<file path="src/rtl/mem_bus_arbiter.sv">
// Purpose : shares one external memory port between a cpu requester (port 0) and a
//           loader/DMA requester (port 1), one transaction in flight, round-robin on ties.
// Latency : mem_req rises 1 cycle after a request is sampled; doneN pulses 1 cycle after
//           mem_done (or after TIMEOUT cycles of BUSY with errN); min 3 cycles per transaction.
// Backpressure: requesters hold reqN until doneN; the losing requester simply waits.
//
// Ports:
//   clk, reset            clock (posedge) and synchronous active-low reset
//   reqN/rwN/addrN/wdataN requester N command, held stable while reqN is high
//   rdataN/doneN/errN     requester N response, doneN/errN are one-cycle pulses
//   grant                 one-hot current owner, 2'b00 when idle
//   mem_req/rw/addr/wdata latched command towards memory
//   mem_rdata/mem_done    memory response, honoured only while BUSY
module mem_bus_arbiter #(
    parameter int AW      = 32,
    parameter int DW      = 32,
    parameter int TIMEOUT = 16,   // 0 disables the timeout; must be < 2**TOW
    parameter int TOW     = 8
) (
    input  logic          clk,
    input  logic          reset,
    input  logic          req0,
    input  logic          rw0,
    input  logic [AW-1:0] addr0,
    input  logic [DW-1:0] wdata0,
    output logic [DW-1:0] rdata0,
    output logic          done0,
    output logic          err0,
    input  logic          req1,
    input  logic          rw1,
    input  logic [AW-1:0] addr1,
    input  logic [DW-1:0] wdata1,
    output logic [DW-1:0] rdata1,
    output logic          done1,
    output logic          err1,
    output logic [1:0]    grant,
    output logic          mem_req,
    output logic          mem_rw,
    output logic [AW-1:0] mem_addr,
    output logic [DW-1:0] mem_wdata,
    input  logic [DW-1:0] mem_rdata,
    input  logic          mem_done
);

    typedef enum logic [1:0] {
        IDLE    = 2'd0,
        BUSY    = 2'd1,
        RELEASE = 2'd2
    } state_t;

    localparam bit            TO_EN   = (TIMEOUT != 0);
    // Counter value at which the last permitted BUSY cycle is being evaluated.
    localparam logic [TOW-1:0] TO_LAST = (TIMEOUT == 0) ? '0 : TOW'(TIMEOUT - 1);

    state_t         state;
    logic           owner;       // port index of the current transaction
    logic           last_owner;  // port served last; resets to 1 so port 0 wins the first tie
    logic [TOW-1:0] count;
    logic           pick;

    // Single requester wins outright; on a tie the port not served last time wins.
    always_comb begin
        pick = 1'b0;
        if (req0 && req1) begin
            pick = ~last_owner;
        end else begin
            pick = req1;
        end
    end

    always_ff @(posedge clk) begin
        if (!reset) begin
            state      <= IDLE;
            owner      <= 1'b0;
            last_owner <= 1'b1;
            count      <= '0;
            grant      <= 2'b00;
            mem_req    <= 1'b0;
            mem_rw     <= 1'b0;
            mem_addr   <= '0;
            mem_wdata  <= '0;
            rdata0     <= '0;
            rdata1     <= '0;
            done0      <= 1'b0;
            done1      <= 1'b0;
            err0       <= 1'b0;
            err1       <= 1'b0;
        end else begin
            case (state)
                IDLE: begin
                    if (req0 || req1) begin
                        owner      <= pick;
                        last_owner <= pick;
                        grant      <= pick ? 2'b10 : 2'b01;
                        mem_req    <= 1'b1;
                        mem_rw     <= pick ? rw1 : rw0;
                        mem_addr   <= pick ? addr1 : addr0;
                        mem_wdata  <= pick ? wdata1 : wdata0;
                        count      <= '0;
                        state      <= BUSY;
                    end
                end

                BUSY: begin
                    count <= count + 1'b1;
                    // mem_done takes priority over a timeout landing on the same edge.
                    if (mem_done) begin
                        if (owner) begin
                            rdata1 <= mem_rdata;
                            done1  <= 1'b1;
                        end else begin
                            rdata0 <= mem_rdata;
                            done0  <= 1'b1;
                        end
                        mem_req <= 1'b0;
                        grant   <= 2'b00;
                        state   <= RELEASE;
                    end else if (TO_EN && (count == TO_LAST)) begin
                        if (owner) begin
                            rdata1 <= '0;
                            done1  <= 1'b1;
                            err1   <= 1'b1;
                        end else begin
                            rdata0 <= '0;
                            done0  <= 1'b1;
                            err0   <= 1'b1;
                        end
                        mem_req <= 1'b0;
                        grant   <= 2'b00;
                        state   <= RELEASE;
                    end
                end

                RELEASE: begin
                    // Requests are ignored here so the finished requester can drop reqN.
                    done0 <= 1'b0;
                    done1 <= 1'b0;
                    err0  <= 1'b0;
                    err1  <= 1'b0;
                    state <= IDLE;
                end

                default: begin
                    state <= IDLE;
                end
            endcase
        end
    end

endmodule

</file>
<file path="config.mk">
export PLATFORM = sky130hd
export DESIGN_NAME = mem_bus_arbiter
export DESIGN_NICKNAME = d
export VERILOG_FILES = /design/src/rtl/mem_bus_arbiter.sv
export SDC_FILE = /design/constraint.sdc
export NUM_CORES = 1
export LEC_CHECK = 0
export BUFFER_PORTS_ARGS = -buffer_cell sky130_fd_sc_hd__buf_2
export CAP_MARGIN = 20
export CORE_MARGIN = 8
export CORE_UTILIZATION = 41
export DETAILED_ROUTE_END_ITERATION = 8
export PLACE_DENSITY = 0.76
export SKIP_CTS_REPAIR_TIMING = 1
export SLEW_MARGIN = 25
export SYNTH_ARGS = -nofsm -noshare
export SYNTH_HDL_FRONTEND = slang
export SYNTH_SLANG_ARGS = --single-unit
</file>
<file path="constraint.sdc">
create_clock -name clk -period 1.85 [get_ports clk]
set_clock_uncertainty 0.05 [all_clocks]
set_input_delay 0.37 -clock clk [delete_from_list [all_inputs] [get_ports clk]]
set_output_delay 0.37 -clock clk [all_outputs]
set_load 0.05 [all_outputs]
</file>
==> run_results.csv <==
group,metric,value,unit
run_status,status,"completed",
pwr,power_leakage,3.94,nW
timing,max_freq,552,MHz
place,io_buffers,302,
global_routing,antenna_found_initial,2,
clocking,clock_latency,0.42,ns
global_routing,grt_pass1_wl,29.5,mm
clocking,cts_buffer_depth,2,
flow_run,drv_cap,0,
logic_synthesis,seq_area_frac_synth,51.1,%
setup_path,critical_path_required,2.16,ns
clocking,htree_levels,4,
pwr,cellPowerDensity,1180,mW/mm2
pwr,vdd_drop_max,904,uV
place,gp_congestion,0.810,
setup_path,critPathKind,"flip-flop to flip-flop",
routing,route.detailed.drc,0,
clocking,cts_tree,"done",
place,hpwl,14.7,mm
clocking,clkSinkCount,148,
logic_synthesis,syn_inst,552,
routing,routedWlPerCell,18.3,um
layout,nNetsFinal,1040,
routing,dr.pass1.iters,4,
floorplanning,core.rowCount,43,
logic_synthesis,syn-cell-area,0.00580,mm2
timing,whs,0.129,ns
setup_path,timing.rr.end,"err1",
global_routing,grt_usage,20.5,%
layout,drive_above_1_share,44.9,%
timing,hold_viol,0,
logic_synthesis,synth_xor_area_share,0.906,%
clocking,clkTransAtPathRegs,0.07,ns
logic_synthesis,synth_top_family_by_area,"compound AO/OA/AOI/OAI gates",
routing,wl,19.4,mm
routing,viasPerCell,5.27,
floorplanning,initial_core_util,42.0,%
timing,setup_viol,0,
logic_synthesis,synthAdderAreaFrac,1.08,%
logic_synthesis,synthMuxAreaShare,11.4,%
timing,rsz0062_at_grt,"true",
logic_synthesis,syn_area_per_cell,10.5,um2
setup_path,cp.arrival,2.12,ns
setup_path,crit_fanout,2,
logic_synthesis,async_flop_share,0,%
floorplanning,die-width,135,um
logic_synthesis,ys_seq_elements,148,
logic_synthesis,synth_ff_type,"dfxtp_1",
floorplanning,die_h,135,um
layout,syn_to_final_growth,46.8,%
min_path,hp-class,"input pin to flip-flop",
setup_path,r2r-start,"count[7]",
global_routing,overflow,0,
global_routing,grt_max_degree,70,
routing,drt_iter0_markers,290,
min_path,min_from,"reset",
logic_synthesis,syn_nets,724,
setup_path,crit_path_end_kind,"flip-flop",
floorplanning,core_area,0.0138,mm2
setup_path,rr_worst_depth,4,
timing,finalSetupTns,0,ns
logic_synthesis,ys_types,41,
logic_synthesis,synth-edff-count,0,
floorplanning,die_area,0.0182,mm2
timing,tightest_slew,0.478,ns
setup_path,crit_path_start,"count[7]",
layout,fin_cells,1062,
logic_synthesis,synth-compound-area-share,22.9,%
timing,max_slew_margin,67.8,%
place,dp.cells,1027,
routing,vias,5600,
clocking,cts_made_buffers,17,
logic_synthesis,ys_warn_count,0,
timing,fin_crit,1.81,ns
timing,fin_crit_sh,98.0,%
routing,antenna_left,0,
global_routing,grt_pass1_vias,5562,
setup_path,startpoint_type,"flip-flop",
setup_path,cp-endpoint,"err1",
floorplanning,io_pins,303,
logic_synthesis,synth_simple_gate_area_share,8.48,%
setup_path,r2r_setup_slack,0.04,ns
clocking,root_buffer,"clkbuf_16",
timing,maxSlewViolCount,0,
placed cells by master, fill, tap and decap left out, types with 6 or more instances in the layout:
cell type and instances:
a211oi_1 66, a21oi_1 7, a32o_1 64, buf_12 12
buf_2 302, buf_4 33, clkbuf_16 18, dfxtp_1 148
mux2i_1 65, nor2_1 76, o21ai_0 7, xnor2_1 6
how the worst min path moves through the flow:
stage | cells past startpoint | endpoint
after floorplan | 1 | last_owner
final | 2 | last_owner
after global placement | 1 | rdata1[30]
after global routing | 2 | last_owner
after CTS | 2 | last_owner
after detailed placement | 1 | rdata1[20]
synthesized netlist by cell type (2+ instances only):
cell type	count	share of area, %
a211oi_1	66	8.5
a21boi_0	2	0.26
a21oi_1	7	0.60
a31oi_1	6	0.65
a32o_1	64	11
and3_1	2	0.22
buf_2	6	0.52
buf_4	2	0.26
clkbuf_1	41	2.7
dfxtp_1	148	51
ha_1	5	1.1
inv_1	4	0.26
mux2i_1	65	11
nand2_1	4	0.26
nand2b_1	2	0.22
nand3_1	4	0.35
nand4_1	2	0.22
nor2_1	76	4.9
nor3_1	5	0.43
nor3b_1	2	0.26
nor4_1	3	0.32
o21ai_0	8	0.69
or2b_1	2	0.26
or4_1	4	0.52
xnor2_1	6	0.91
logic make-up after synthesis:
kind of cell	after synthesis
buffers and inverters	56
muxes	66
AOI/OAI and AO/OA	161
adders and majority gates	5
DFF	148
xor gates and xnor gates	6
and+or+nand+nor	110
flip-flops by register name, indices dropped and copies added, names as in the netlist:
| register | count |
|---|---|
| mem_addr | 32 |
| mem_wdata | 32 |
| rdata0 | 32 |
| rdata1 | 32 |
| count | 8 |
| grant | 2 |
| state | 2 |
| done0 | 1 |
| done1 | 1 |
| err0 | 1 |
| err1 | 1 |
| last_owner | 1 |
| mem_req | 1 |
| mem_rw | 1 |
| owner | 1 |
final cells by class:
cell class,count,area [um2]
clock inverter,15,188
antenna,1,2.50
tap,180,225
inverter,5,18.8
clock buffer,17,425
multi-input combinational,348,2670
timing repair buffer,348,2020
fill,1174,5310
sequential,148,2960
critical path: stages, from the launching register on:
cell and delay [ns]:
dfxtp_1 0.31, or4_1 0.55, or4_4 0.43, mux2_2 0.30, a21oi_2 0.13
metal layers:
metal / vias to the layer above / wire [um] / track usage (%)
li1: 2747 / - / -
met1: 2612 / 7300 / 21.4
met2: 221 / 9920 / 36.1
met3: 18 / 2000 / 9.25
met4: 2 / 226 / 5.98
met5: - / 8 / 0
report_power, final:
part,leakage [nW],total [mW],internal [mW],switching [mW]
Clock,0.292,3.54,2.05,1.49
Combinational,2.44,2.84,0.884,1.96
Sequential,1.21,3.66,3.50,0.156
Total,3.94,10.0,6.44,3.60
through the flow:
step	area (um2)	setup slack (ns)	total power [mW]	util [%]
6_report	8510	0.0370	10.0	61.6
5_1_grt	8510	-0.0166	10.4	61.6
4_1_cts	8440	0.00408	10.1	61.0
3_5_place_dp	7820	0.0264	6.51	56.6
3_3_place_gp	7820	0.0512	6.47	56.6
2_1_floorplan	5800	0.0451	5.60	-
Power figures use the tool's default switching activity.
